===== src/rtl/gcd_pkg.sv =====
// rtl/gcd_pkg.sv - shared types, constants and sizing helpers for the gcd_stream block
//
// Purpose : FSM state encoding and iteration-count sizing shared by gcd_stream and gcd_step.
// Contents: gcd_state_t, cnt_width(), iter_bound(), default width and iteration bound.

package gcd_pkg;

   typedef enum logic [1:0] {
      IDLE = 2'd0,
      CALC = 2'd1,
      DONE = 2'd2
   } gcd_state_t;

   localparam int GCD_DEF_WIDTH  = 16;
   // Worst-case number of CALC cycles for one job at the default width.
   localparam int GCD_ITER_BOUND = 4*GCD_DEF_WIDTH + 2;

   function automatic int iter_bound(input int width);
      return 4*width + 2;
   endfunction

   // Wide enough to hold iter_bound(width) + 1.
   function automatic int cnt_width(input int width);
      return $clog2(4*width + 3);
   endfunction

endpackage


===== src/rtl/gcd_step.sv =====
// rtl/gcd_step.sv - one combinational binary-GCD (Stein) iteration
//
// Purpose : Given the current a, b and shared power-of-two count k, produce the next values.
// Ports   : i_a, i_b [WIDTH-1:0]  current operands
//           i_k      [KW-1:0]     current count of shared factors of two
//           o_a, o_b, o_k         next values (unchanged when o_eq is set)
//           o_eq                  operands are equal; the job is finished

module gcd_step
   import gcd_pkg::*;
#(
   parameter int WIDTH = GCD_DEF_WIDTH,
   parameter int KW    = $clog2(WIDTH)
) (
   input  logic [WIDTH-1:0] i_a,
   input  logic [WIDTH-1:0] i_b,
   input  logic [KW-1:0]    i_k,
   output logic [WIDTH-1:0] o_a,
   output logic [WIDTH-1:0] o_b,
   output logic [KW-1:0]    o_k,
   output logic             o_eq
);

   always_comb begin
      o_a  = i_a;
      o_b  = i_b;
      o_k  = i_k;
      o_eq = 1'b0;
      if (i_a == i_b) begin
         o_eq = 1'b1;
      end else if (!i_a[0] && !i_b[0]) begin
         o_a = i_a >> 1;
         o_b = i_b >> 1;
         o_k = i_k + 1'b1;
      end else if (!i_a[0]) begin
         o_a = i_a >> 1;
      end else if (!i_b[0]) begin
         o_b = i_b >> 1;
      end else if (i_a > i_b) begin
         // Larger operand is always the minuend, so no underflow.
         o_a = i_a - i_b;
      end else begin
         o_b = i_b - i_a;
      end
   end

endmodule


===== src/rtl/gcd_stream.sv =====
// rtl/gcd_stream.sv - handshaked binary-GCD unit with abort and iteration count
//
// Purpose : Accepts one operand pair, iterates gcd_step once per cycle, holds the result.
// Ports   : clk, rst (async active-low), clear (sync abort)
//           in_valid/in_ready, d1, d2       operand side
//           out_valid/out_ready, gcd, cycles result side

module gcd_stream
   import gcd_pkg::*;
#(
   parameter int WIDTH = GCD_DEF_WIDTH,
   parameter int CNT_W = cnt_width(WIDTH)
) (
   input  logic             clk,
   input  logic             rst,
   input  logic             clear,
   input  logic             in_valid,
   output logic             in_ready,
   input  logic [WIDTH-1:0] d1,
   input  logic [WIDTH-1:0] d2,
   output logic             out_valid,
   input  logic             out_ready,
   output logic [WIDTH-1:0] gcd,
   output logic [CNT_W-1:0] cycles
);

   localparam int KW = $clog2(WIDTH);

   gcd_state_t       r_state,    w_state_nxt;
   logic [WIDTH-1:0] r_a,        w_a_nxt;
   logic [WIDTH-1:0] r_b,        w_b_nxt;
   logic [KW-1:0]    r_k,        w_k_nxt;
   logic [CNT_W-1:0] r_cnt,      w_cnt_nxt;
   logic [WIDTH-1:0] r_gcd,      w_gcd_nxt;
   logic [CNT_W-1:0] r_cycles,   w_cycles_nxt;
   logic             r_in_ready, w_in_ready_nxt;
   logic             r_out_valid, w_out_valid_nxt;

   logic [WIDTH-1:0] w_step_a;
   logic [WIDTH-1:0] w_step_b;
   logic [KW-1:0]    w_step_k;
   logic             w_step_eq;

   gcd_step #(.WIDTH(WIDTH), .KW(KW)) u_step (
      .i_a  (r_a),
      .i_b  (r_b),
      .i_k  (r_k),
      .o_a  (w_step_a),
      .o_b  (w_step_b),
      .o_k  (w_step_k),
      .o_eq (w_step_eq)
   );

   always_ff @(posedge clk or negedge rst) begin
      if (!rst) begin
         r_state     <= IDLE;
         r_a         <= '0;
         r_b         <= '0;
         r_k         <= '0;
         r_cnt       <= '0;
         r_gcd       <= '0;
         r_cycles    <= '0;
         r_in_ready  <= 1'b0;
         r_out_valid <= 1'b0;
      end else begin
         r_state     <= w_state_nxt;
         r_a         <= w_a_nxt;
         r_b         <= w_b_nxt;
         r_k         <= w_k_nxt;
         r_cnt       <= w_cnt_nxt;
         r_gcd       <= w_gcd_nxt;
         r_cycles    <= w_cycles_nxt;
         r_in_ready  <= w_in_ready_nxt;
         r_out_valid <= w_out_valid_nxt;
      end
   end

   always_comb begin
      w_state_nxt     = r_state;
      w_a_nxt         = r_a;
      w_b_nxt         = r_b;
      w_k_nxt         = r_k;
      w_cnt_nxt       = r_cnt;
      w_gcd_nxt       = r_gcd;
      w_cycles_nxt    = r_cycles;
      w_in_ready_nxt  = r_in_ready;
      w_out_valid_nxt = r_out_valid;

      if (clear) begin
         // Abort wins over acceptance and the result handshake; gcd/cycles keep the last result.
         w_state_nxt     = IDLE;
         w_out_valid_nxt = 1'b0;
         w_in_ready_nxt  = 1'b1;
      end else begin
         case (r_state)
            IDLE: begin
               // in_ready rises on the first edge in IDLE (e.g. just after reset).
               w_in_ready_nxt = 1'b1;
               if (in_valid && r_in_ready) begin
                  w_a_nxt        = d1;
                  w_b_nxt        = d2;
                  w_k_nxt        = '0;
                  w_cnt_nxt      = '0;
                  w_in_ready_nxt = 1'b0;
                  if (d1 == '0 || d2 == '0) begin
                     w_gcd_nxt       = d1 | d2;
                     w_cycles_nxt    = '0;
                     w_out_valid_nxt = 1'b1;
                     w_state_nxt     = DONE;
                  end else begin
                     w_state_nxt = CALC;
                  end
               end
            end
            CALC: begin
               w_cnt_nxt = r_cnt + 1'b1;
               if (w_step_eq) begin
                  w_gcd_nxt       = r_a << r_k;
                  w_cycles_nxt    = r_cnt + 1'b1;
                  w_out_valid_nxt = 1'b1;
                  w_state_nxt     = DONE;
               end else begin
                  w_a_nxt = w_step_a;
                  w_b_nxt = w_step_b;
                  w_k_nxt = w_step_k;
               end
            end
            DONE: begin
               if (out_ready) begin
                  w_out_valid_nxt = 1'b0;
                  w_in_ready_nxt  = 1'b1;
                  w_state_nxt     = IDLE;
               end
            end
            default: begin
               w_state_nxt     = IDLE;
               w_out_valid_nxt = 1'b0;
               w_in_ready_nxt  = 1'b0;
            end
         endcase
      end
   end

   assign in_ready  = r_in_ready;
   assign out_valid = r_out_valid;
   assign gcd       = r_gcd;
   assign cycles    = r_cycles;

endmodule


===== config.mk =====
export PLATFORM = sky130hd
export DESIGN_NAME = gcd_stream
export DESIGN_NICKNAME = d
export VERILOG_FILES = /design/src/rtl/gcd_pkg.sv /design/src/rtl/gcd_step.sv /design/src/rtl/gcd_stream.sv
export SDC_FILE = /design/constraint.sdc
export NUM_CORES = 1
export LEC_CHECK = 0
export CAP_MARGIN = 20
export CORE_MARGIN = 8
export CORE_UTILIZATION = 49
export DETAILED_ROUTE_END_ITERATION = 8
export PLACE_DENSITY = 0.7
export SLEW_MARGIN = 30
export SYNTH_ARGS = -nofsm -noshare
export SYNTH_HDL_FRONTEND = slang
export SYNTH_HIERARCHICAL = 1
export SYNTH_SLANG_ARGS = --single-unit

===== constraint.sdc =====
create_clock -name clk -period 3.9 [get_ports clk]
set_clock_uncertainty 0.15 [all_clocks]
set_input_delay 0.975 -clock clk [delete_from_list [all_inputs] [get_ports clk]]
set_output_delay 0.975 -clock clk [all_outputs]
set_load 0.05 [all_outputs]

==> impl_metrics.json <==
{
  "cts-root-buf": "clkbuf_16",
  "hold_ws_ps": 325.2,
  "ios": 62,
  "crit_family": "compound AO/OA/AOI/OAI gates",
  "placed_area_um2": 7407,
  "numPortBuffers": 61,
  "cts.sinks": 70,
  "vias": 6568,
  "hold_class": "flop to flop",
  "clock_path_buffers": 2,
  "layout_common_cells": "nand2_1, o21ai_0, dfrtp_1, clkdlybuf4s50_1, a21oi_1",
  "grtUsageTotal_pct": 25.93,
  "rows": 42,
  "p_leak_nw": 3.187,
  "drt_iter0_drc": 742,
  "worst_slew_pin_slew_ps": 902.4,
  "cts_made_buffers": 9,
  "synth.area.top_cells": "dfrtp_1, mux2i_1, o21ai_0",
  "rsz0062_at_grt": "false",
  "wire_per_inst_um": 22.57,
  "die-height_um": 132.1,
  "syn_nets": 859,
  "synth_enable_flop_cells": 0,
  "fmax_mhz": 286.4,
  "pre_cts_ws_ps": 385.6,
  "crit_slowest_cell": "a311oi_1",
  "powerDensity_nw_per_um2": 839.6,
  "place_hpwl_um": 18160,
  "crit_chain": "buf_4, ha_1, fa_1, nor2b_1, o31a_1, o21ai_1, o21ai_0, buf_4, nor3_1, a311oi_1, a221o_1, mux2i_1, o21ai_0",
  "crit_type": "flop to flop",
  "async_reset_ff_share_pct": 100.0,
  "hold_violations": 0,
  "via_per_inst": 6.446,
  "fin_crit_ps": 3492,
  "fin_area_um2": 7696,
  "grt_start_max_net_pins": 48,
  "synth_flop_cell": "dfrtp_1",
  "cap_violations": 0,
  "overflow": 0,
  "worst-endpoint-arrival_ps": 3600,
  "synth_area_um2": 6606,
  "syn2layout_area_growth_pct": 16.50,
  "irDropWorstVdd_uv": 343.9,
  "clk_latency_ps": 340,
  "core_um2": 13190,
  "antenna_cells": 0,
  "drive_gt1_share_pct": 10.79,
  "setup_viol": 0,
  "setup_tns_ps": 0,
  "relSlewSlack_pct": 39.21,
  "drtAntennaViolNets": 0,
  "crit_path_start_kind": "flop",
  "synthCells": 786,
  "clk_pin_slew_ps": 70,
  "critical_path.endpoint_type": "flop",
  "synth.top_cell.area_share_pct": 26.52,
  "cpPeakStageDelay_ps": 430,
  "fp.dieW_um": 132.1,
  "nets": 911,
  "crit_required_ps": 4000,
  "cts_resized": 0,
  "synth_top_cell_by_area": "dfrtp_1",
  "fin_ws_ps": 408.3,
  "grt_pass1_vias": 6276,
  "holdBufCountCts": 0,
  "synth_cell_types": 83,
  "path_max_fanout": 18,
  "start_util_pct": 50.09,
  "grt_pass1_wl_um": 36040,
  "yosys_warnings": 6,
  "totalPowerFinal_mw": 6.462,
  "timing.final.max_slew_violations": 0,
  "outcome": "complete, no violations",
  "drc": 0,
  "firstDrtPassIters": 7,
  "seq_area_frac_synth_pct": 26.52,
  "path_buf_inv": 2,
  "die_area_um2": 17450,
  "cts_tree": "yes",
  "synth_seq_cells": 70,
  "cts_htree_levels": 3,
  "grt_antenna_before_repair": 0,
  "fin_crit_sh_pct": 89.53,
  "cts_setup_buffers": 0,
  "gp_congestion": 0.9562,
  "drt-total-wl_um": 23000,
  "avgSynthCellArea_um2": 8.405
}
tightest hold or removal path: stages (launching register included):
cell and delay [ps]:
dfrtp_1 340, nand2_1 40, o21ai_0 60
routing by layer:
metal / up-vias / part of all wire [%] / global-route usage [%] / wire length, um
met3: 40 / 6.1 / 3.544 / 1399
met4: 0 / 2.8 / 9.445 / 650
li1: 3023 / - / - / -
met1: 3208 / 43 / 33.91 / 9929
met5: - / 0 / 0 / 0
met2: 297 / 48 / 42.70 / 11020
cell usage after synthesis (8+ instances only):
master    number
nand2b_1      11
xnor2_1       17
mux4_2        10
nand2_1       89
inv_1         37
clkbuf_1      22
nor2_1        44
o21ai_0       88
nor4_1        10
nand3_1       11
dfrtp_1       70
buf_2         12
o22ai_1        8
mux2_2         8
o31ai_1       19
a211oi_1       9
nor3_1        20
ha_1          34
a22oi_1        9
buf_4         10
a21oi_1       48
mux2i_1       46
xor2_1        11
cell type report:
cell class                 count  area [um2]
timing repair buffer          94       865.8
tap                          176       220.2
inverter                      39       158.9
clock inverter                 7       63.81
fill                        1211        5494
clock buffer                   9       225.2
multi-input combinational    624        4409
sequential                    70        1753
cell families after synthesis:
family	after synthesis	synth area share, %
compound gates	269	27.39
simple gates	227	16.70
mux	64	11.74
buf+inv	92	6.894
fa+ha+maj	36	7.046
flops	70	26.52
xor+xnor	28	3.712
sequential cells by signal, summed over array words and instances (netlist names):
signal and cells:
cycles 7, r_b 16, r_state 2, gcd 16, out_valid 1, r_cnt 7
in_ready 1, r_a 16, r_k 4
report_power, final:
group / leakage (nW) / switching (mW) / total (mW) / internal [mW]
Sequential: 0.889 / 0.282 / 1.23 / 0.944
Clock: 0.136 / 0.355 / 0.800 / 0.445
Combinational: 2.16 / 2.74 / 4.44 / 1.70
worst paths after layout:
path	startpoint	end	slack, ps	cells past startpoint
worst max register to register	r_a[0]$_DFFE_PN0P_	r_b[14]$_DFFE_PN0P_	410	13
min in group asynchronous	rst	gcd[14]$_DFFE_PN0P_	510	1
worst min register to register	gcd[6]$_DFFE_PN0P_	gcd[6]$_DFFE_PN0P_	330	2
worst min-delay path	gcd[6]$_DFFE_PN0P_	gcd[6]$_DFFE_PN0P_	330	2
worst max-delay path	r_a[0]$_DFFE_PN0P_	r_b[14]$_DFFE_PN0P_	410	13
max in group asynchronous	rst	r_b[9]$_DFFE_PN0P_	2290	2
per-stage QoR:
stage | std cells | util (%)
after floorplan | 786 | -
after global placement | 1003 | 56.15
after detailed placement | 1003 | 56.16
after CTS | 1019 | 58.35
after global routing | 1019 | 58.35
final | 1019 | 58.35
No activity file was read; power rests on OpenSTA's default activity.
